<file path="src/rtl/reset_sequencer_pkg.sv">
// Shared types and helpers for the reset sequencer: FSM state encoding and
// the width helper used to size its counters.
package reset_sequencer_pkg;

  typedef enum logic [1:0] {
    S_RESET   = 2'd0,
    S_STRETCH = 2'd1,
    S_RELEASE = 2'd2,
    S_DONE    = 2'd3
  } state_t;

  function automatic int max_int(input int a, input int b);
    return (a > b) ? a : b;
  endfunction

endpackage

</file>
<file path="src/rtl/reset_sequencer_if.sv">
// Control/status bundle of the reset sequencer: the re-sequence request in,
// the sequenced resets, the done flag and the FSM state out.
interface reset_sequencer_if
  import reset_sequencer_pkg::*;
#(
  parameter int NUM_OUTS = 4
);
  // sw_rst_req is a one-cycle request pulse with no acknowledge. It is acted
  // on only while dbg_state == S_DONE and is otherwise dropped.
  logic                sw_rst_req;
  logic [NUM_OUTS-1:0] rst_n;
  logic                rst_done;
  state_t              dbg_state;

  modport master (output sw_rst_req, input rst_n, rst_done, dbg_state);
  modport slave  (input sw_rst_req, output rst_n, rst_done, dbg_state);
endinterface

</file>
<file path="src/rtl/reset_sequencer_sync_chain.sv">
// Reset synchroniser: asserts asynchronously and deasserts after SYNC_STAGES
// rising edges.
module reset_sync_chain #(
  parameter int SYNC_STAGES = 2
) (
  input  logic clk,
  input  logic rst_async_n,
  output logic sync_q
);

  logic [SYNC_STAGES-1:0] chain_q;

  always_ff @(posedge clk or negedge rst_async_n) begin
    if (!rst_async_n) begin
      chain_q <= '0;
    end else begin
      chain_q <= {chain_q[SYNC_STAGES-2:0], 1'b1};
    end
  end

  assign sync_q = chain_q[SYNC_STAGES-1];

endmodule

</file>
<file path="src/rtl/reset_sequencer.sv">
// Reset sequencer: synchronises rst_async_n, stretches it, then releases
// NUM_OUTS reset domains in index order, GAP_CYCLES apart.
module reset_sequencer
  import reset_sequencer_pkg::*;
#(
  parameter int SYNC_STAGES     = 2,
  parameter int NUM_OUTS        = 4,
  parameter int STRETCH_CYCLES  = 16,
  parameter int GAP_CYCLES      = 4,
  parameter bit NEGEDGE_RELEASE = 1'b1
) (
  input  logic              clk,
  input  logic              rst_async_n,
  reset_sequencer_if.slave  bus
);

  localparam int CNT_W = $clog2(max_int(STRETCH_CYCLES, GAP_CYCLES) + 1);
  localparam int IDX_W = $clog2(NUM_OUTS + 1);

  state_t              state_q, state_d;
  logic [CNT_W-1:0]    cnt_q, cnt_d;
  logic [IDX_W-1:0]    idx_q, idx_d;
  logic [NUM_OUTS-1:0] rel_q, rel_d;
  logic                done_q, done_d;
  logic                sync_q;

  reset_sync_chain #(.SYNC_STAGES(SYNC_STAGES)) u_sync (
    .clk         (clk),
    .rst_async_n (rst_async_n),
    .sync_q      (sync_q)
  );

  always_ff @(posedge clk or negedge rst_async_n) begin
    if (!rst_async_n) begin
      state_q <= S_RESET;
      cnt_q   <= '0;
      idx_q   <= '0;
      rel_q   <= '0;
      done_q  <= 1'b0;
    end else begin
      state_q <= state_d;
      cnt_q   <= cnt_d;
      idx_q   <= idx_d;
      rel_q   <= rel_d;
      done_q  <= done_d;
    end
  end

  always_comb begin
    state_d = state_q;
    cnt_d   = cnt_q;
    idx_d   = idx_q;
    rel_d   = rel_q;
    done_d  = done_q;
    case (state_q)
      S_RESET: begin
        rel_d  = '0;
        done_d = 1'b0;
        cnt_d  = '0;
        idx_d  = '0;
        if (sync_q) begin
          state_d = S_STRETCH;
          cnt_d   = CNT_W'(1);
        end
      end
      S_STRETCH: begin
        if (cnt_q == CNT_W'(STRETCH_CYCLES)) begin
          rel_d[0] = 1'b1;
          cnt_d    = CNT_W'(1);
          idx_d    = IDX_W'(1);
          if (NUM_OUTS == 1) begin
            state_d = S_DONE;
            done_d  = 1'b1;
          end else begin
            state_d = S_RELEASE;
          end
        end else begin
          cnt_d = cnt_q + CNT_W'(1);
        end
      end
      S_RELEASE: begin
        if (cnt_q == CNT_W'(GAP_CYCLES)) begin
          for (int i = 0; i < NUM_OUTS; i++) begin
            if (IDX_W'(i) == idx_q) rel_d[i] = 1'b1;
          end
          idx_d = idx_q + IDX_W'(1);
          cnt_d = CNT_W'(1);
          // done rises on the same edge as the last release bit
          if (idx_q == IDX_W'(NUM_OUTS - 1)) begin
            state_d = S_DONE;
            done_d  = 1'b1;
          end
        end else begin
          cnt_d = cnt_q + CNT_W'(1);
        end
      end
      S_DONE: begin
        done_d = 1'b1;
        if (bus.sw_rst_req) begin
          rel_d   = '0;
          done_d  = 1'b0;
          cnt_d   = CNT_W'(1);
          idx_d   = '0;
          state_d = S_STRETCH;
        end
      end
      default: state_d = S_RESET;
    endcase
  end

  // Negedge retiming moves both release and sw-driven assertion half a cycle later.
  generate
    if (NEGEDGE_RELEASE) begin : g_neg_out
      logic [NUM_OUTS-1:0] rst_n_q;
      always_ff @(negedge clk or negedge rst_async_n) begin
        if (!rst_async_n) rst_n_q <= '0;
        else              rst_n_q <= rel_q;
      end
      assign bus.rst_n = rst_n_q;
    end else begin : g_pos_out
      assign bus.rst_n = rel_q;
    end
  endgenerate

  assign bus.rst_done  = done_q;
  assign bus.dbg_state = state_q;

endmodule

</file>
<file path="src/flat_wrapper.sv">
// flat-port wrapper written by rule: the top's interface ports become plain ports
module reset_sequencer_flat import reset_sequencer_pkg::*;
#(
  parameter int SYNC_STAGES     = 2,
  parameter int NUM_OUTS        = 4,
  parameter int STRETCH_CYCLES  = 16,
  parameter int GAP_CYCLES      = 4,
  parameter bit NEGEDGE_RELEASE = 1'b1
)
  (clk, rst_async_n, bus_sw_rst_req, bus_rst_n, bus_rst_done, bus_dbg_state);
  reset_sequencer_if #(.NUM_OUTS(NUM_OUTS)) bus_i ();
  input  logic clk;
  input  logic rst_async_n;
  input wire logic [$bits(bus_i.sw_rst_req)-1:0] bus_sw_rst_req;
  output wire logic [$bits(bus_i.rst_n)-1:0] bus_rst_n;
  output wire logic [$bits(bus_i.rst_done)-1:0] bus_rst_done;
  output wire logic [$bits(bus_i.dbg_state)-1:0] bus_dbg_state;
  assign bus_i.sw_rst_req = bus_sw_rst_req;
  assign bus_rst_n = bus_i.rst_n;
  assign bus_rst_done = bus_i.rst_done;
  assign bus_dbg_state = bus_i.dbg_state;
  reset_sequencer #(.SYNC_STAGES(SYNC_STAGES), .NUM_OUTS(NUM_OUTS), .STRETCH_CYCLES(STRETCH_CYCLES), .GAP_CYCLES(GAP_CYCLES), .NEGEDGE_RELEASE(NEGEDGE_RELEASE)) u_core (.clk(clk), .rst_async_n(rst_async_n), .bus(bus_i));
endmodule
</file>
<file path="config.mk">
export PLATFORM = sky130hd
export DESIGN_NAME = reset_sequencer_flat
export DESIGN_NICKNAME = d
export VERILOG_FILES = /design/src/rtl/reset_sequencer_pkg.sv /design/src/rtl/reset_sequencer_if.sv /design/src/rtl/reset_sequencer_sync_chain.sv /design/src/rtl/reset_sequencer.sv /design/src/flat_wrapper.sv
export SDC_FILE = /design/constraint.sdc
export NUM_CORES = 1
export LEC_CHECK = 0
export CORE_ASPECT_RATIO = 0.7
export CORE_MARGIN = 3
export CORE_UTILIZATION = 50
export CTS_CLUSTER_SIZE = 16
export DETAILED_ROUTE_END_ITERATION = 6
export PLACE_DENSITY = 0.76
export SLEW_MARGIN = 20
export SYNTH_ARGS = -nofsm -noshare
export SYNTH_HDL_FRONTEND = slang
export SYNTH_SLANG_ARGS = --single-unit
export TNS_END_PERCENT = 1
</file>
<file path="constraint.sdc">
create_clock -name clk -period 1.7 [get_ports clk]
set_input_delay 0.255 -clock clk [delete_from_list [all_inputs] [get_ports clk]]
set_output_delay 0.255 -clock clk [all_outputs]
set_load 0.05 [all_outputs]
</file>
==> results.sh <==
export IMPL_ant_nets=0
export IMPL_synth_fp_nets=134
export IMPL_min_from="u_core.u_sync.chain_q[0]"
export IMPL_reg2reg_from="u_core.bus.dbg_state[1]"
export IMPL_post_drt_wl_per_cell_um=13.6
export IMPL_dp_cells=175
export IMPL_vias=947
export IMPL_drive_gt1_frac=0.299
export IMPL_syn_area_mm2=0.00118
export IMPL_finalWorstSetupSlack_ns=-0.311
export IMPL_cts_setup_buffers=0
export IMPL_seq_area_frac_synth=0.444
export IMPL_first_pass_iters=4
export IMPL_holdPathStages=0
export IMPL_avgSynthCellArea_um2=9.95
export IMPL_synthToLayoutAreaGrowth_pct=29.2
export IMPL_end_kind="output port"
export IMPL_antenna_found_initial=0
export IMPL_drtIter0Drc=77
export IMPL_pre_cts_slack_ns=-0.0331
export IMPL_yosys_top_cells_area="dfrtp_1 (36%), ha_1 (13%), dfrtn_1 (8.5%)"
export IMPL_grt_first_pass_wirelength_um=4220
export IMPL_grt_setup_unrepaired="yes"
export IMPL_cts_root_buf="clkbuf_4"
export IMPL_yosys_area_top_type="dfrtp_1"
export IMPL_critPathLaunchType="flip-flop"
export IMPL_rows=14
export IMPL_worstPathRequired_ns=1.44
export IMPL_cts_max_path_buffers=2
export IMPL_worstRegToRegCells=7
export IMPL_hold_path_class="flip-flop to flip-flop"
export IMPL_cp_slowest_stage_delay_ns=0.45
export IMPL_fp_dieH_um=46.7
export IMPL_die_w_um=64.2
export IMPL_stdcell_count=179
export IMPL_cellPowerDensity_mw_per_mm2=1590
export IMPL_synth_cells=119
export IMPL_die_area_mm2=0.00300
export IMPL_via_per_inst=5.29
export IMPL_synthFlopType="dfrtp_1"
export IMPL_htree_levels=1
export IMPL_synth_most_common_cell="dfrtp_1"
export IMPL_diodes=0
export IMPL_holdBufCountCts=0
export IMPL_async_flop_share=1.00
export IMPL_worstPathArrival_ns=1.76
export IMPL_clkTransAtPathRegs_ns=0.10
export IMPL_synth_edf_count=0
export IMPL_worstSetupPathType="flip-flop to output port"
export IMPL_first_global_vias=871
export IMPL_synth_common_cells="dfrtp_1 (17), inv_1 (13), ha_1 (12), nand2_1 (9), nor2_1 (9)"
export IMPL_hold_viol=0
export IMPL_fp_coreArea_mm2=0.00219
export IMPL_slew_viol_final=0
export IMPL_crit_chain="buf_12"
export IMPL_hold_path_end="u_core.u_sync.chain_q[1]"
export IMPL_timing_rr_end="u_core.cnt_q[2]"
export IMPL_io_buffers=9
export IMPL_tns_ns=-1.28
export IMPL_finalPower_mw=2.44
export IMPL_ys_ff_latch=21
export IMPL_drc=0
export IMPL_critPathBufInv=1
export IMPL_clock_sinks=21
export IMPL_maxCapViolCount=0
export IMPL_totalWireLength_um=2440
export IMPL_tritoncts="built"
export IMPL_dp_hpwl_um=1950
export IMPL_clk_latency_ns=0.32
export IMPL_status="complete, but fails checks"
export IMPL_yosysTopAreaCellShare=0.359
export IMPL_setup_viol=7
export IMPL_grtUsageTotal=0.189
export IMPL_peakVddDrop_mv=1.12
export IMPL_synth_cell_types=39
export IMPL_gp_congestion=0.923
export IMPL_io_pin_count=10
export IMPL_violations="negative setup slack"
export IMPL_grt_max_degree=13
export IMPL_postLayoutCoreUtil=0.698
export IMPL_critPathTopFamily="flip-flops"
export IMPL_power_leakage_nw=0.710
export IMPL_synth_warnings=0
export IMPL_fin_nets=163
export IMPL_overflow=0
export IMPL_worstPathMaxFanout=1
export IMPL_r2r_slack_ns=-0.03
export IMPL_start_util=0.541
export IMPL_cts_inserted_buffers=3
export IMPL_slowest_stage="dfrtn_1"
export IMPL_fin_worst_skew_ns=0.0152
## where the power goes
group / internal, mW / switching [mW] / total (mW)
Clock: 0.0881 / 0.154 / 0.242
Sequential: 0.607 / 0.101 / 0.708
Combinational: 0.684 / 0.802 / 1.49
## cell usage in the layout, fill, tap and decap left out, drive strengths merged, types with 2 or more instances in the layout
cell,instances
dfrtn,4
dfrtp,17
nand2b,2
clkbuf,3
ha,12
o21ai,8
mux2,2
clkdlybuf4s50,2
buf,27
nand2,9
a21oi,7
a22o,2
nor2,9
a31oi,2
nor3b,2
nor2b,4
inv,13
nand3,3
## worst max path at each step
stage,from,to,depth (start not counted)
2_1_floorplan,u_core.bus.dbg_state[0],u_core.bus.dbg_state[1],7
3_3_place_gp,bus_sw_rst_req,u_core.bus.dbg_state[1],5
3_5_place_dp,bus_sw_rst_req,u_core.bus.dbg_state[1],5
4_1_cts,u_core.bus.rst_n[3],bus_rst_n[3],1
5_1_grt,u_core.bus.rst_n[3],bus_rst_n[3],1
6_report,u_core.bus.rst_n[3],bus_rst_n[3],1
## state kept, by name (all words and copies together), names as in the netlist
name	count
u_core.bus.rst_done	1
u_core.bus.dbg_state	2
u_core.idx_q	3
u_core.cnt_q	5
u_core.bus.rst_n	4
u_core.rel_q	4
u_core.u_sync.chain_q	2
## kinds of logic (layout without fill, tap and decap cells)
logic type      Yosys count  count (layout)  share of synthesized area
mux                       3               3                     0.0275
other cells               1               1                    0.00317
fa+ha+maj                12              12                      0.127
compound gates           29              29                      0.167
simple gates             35              35                      0.168
flops                    21              21                      0.444
buf+inv                  18              46                     0.0634
## metal layers
metal,vias to the layer above,share of wire,global-route usage
met5,-,0,0
met4,0,0.0078,0.0378
met3,3,0.059,0.0512
met2,21,0.45,0.285
met1,453,0.48,0.276
li1,470,-,-
## final cells by class
class	count	area, um2
Multi-Input combinational cell	80	612
Timing Repair Buffer	29	273
Inverter	13	48.8
Fill cell	164	661
Tap cell	32	40.0
Clock buffer	3	22.5
Clock inverter	1	5.00
Sequential cell	21	528
## per-stage QoR
stage,cell area [um2],hold slack (ns)
2_1_floorplan,1200,-0.0406
4_1_cts,1510,0.367
3_3_place_gp,1480,0.342
5_1_grt,1530,0.372
3_5_place_dp,1480,0.341
6_report,1530,0.364
## what timing repair did
item / CTS / global route
gates cloned: 0 / 0
pin swaps: 1 / 1
endpoints found under the setup margin: 8 / 14
gates resized for setup: 0 / 7
Power figures use the tool's default switching activity.
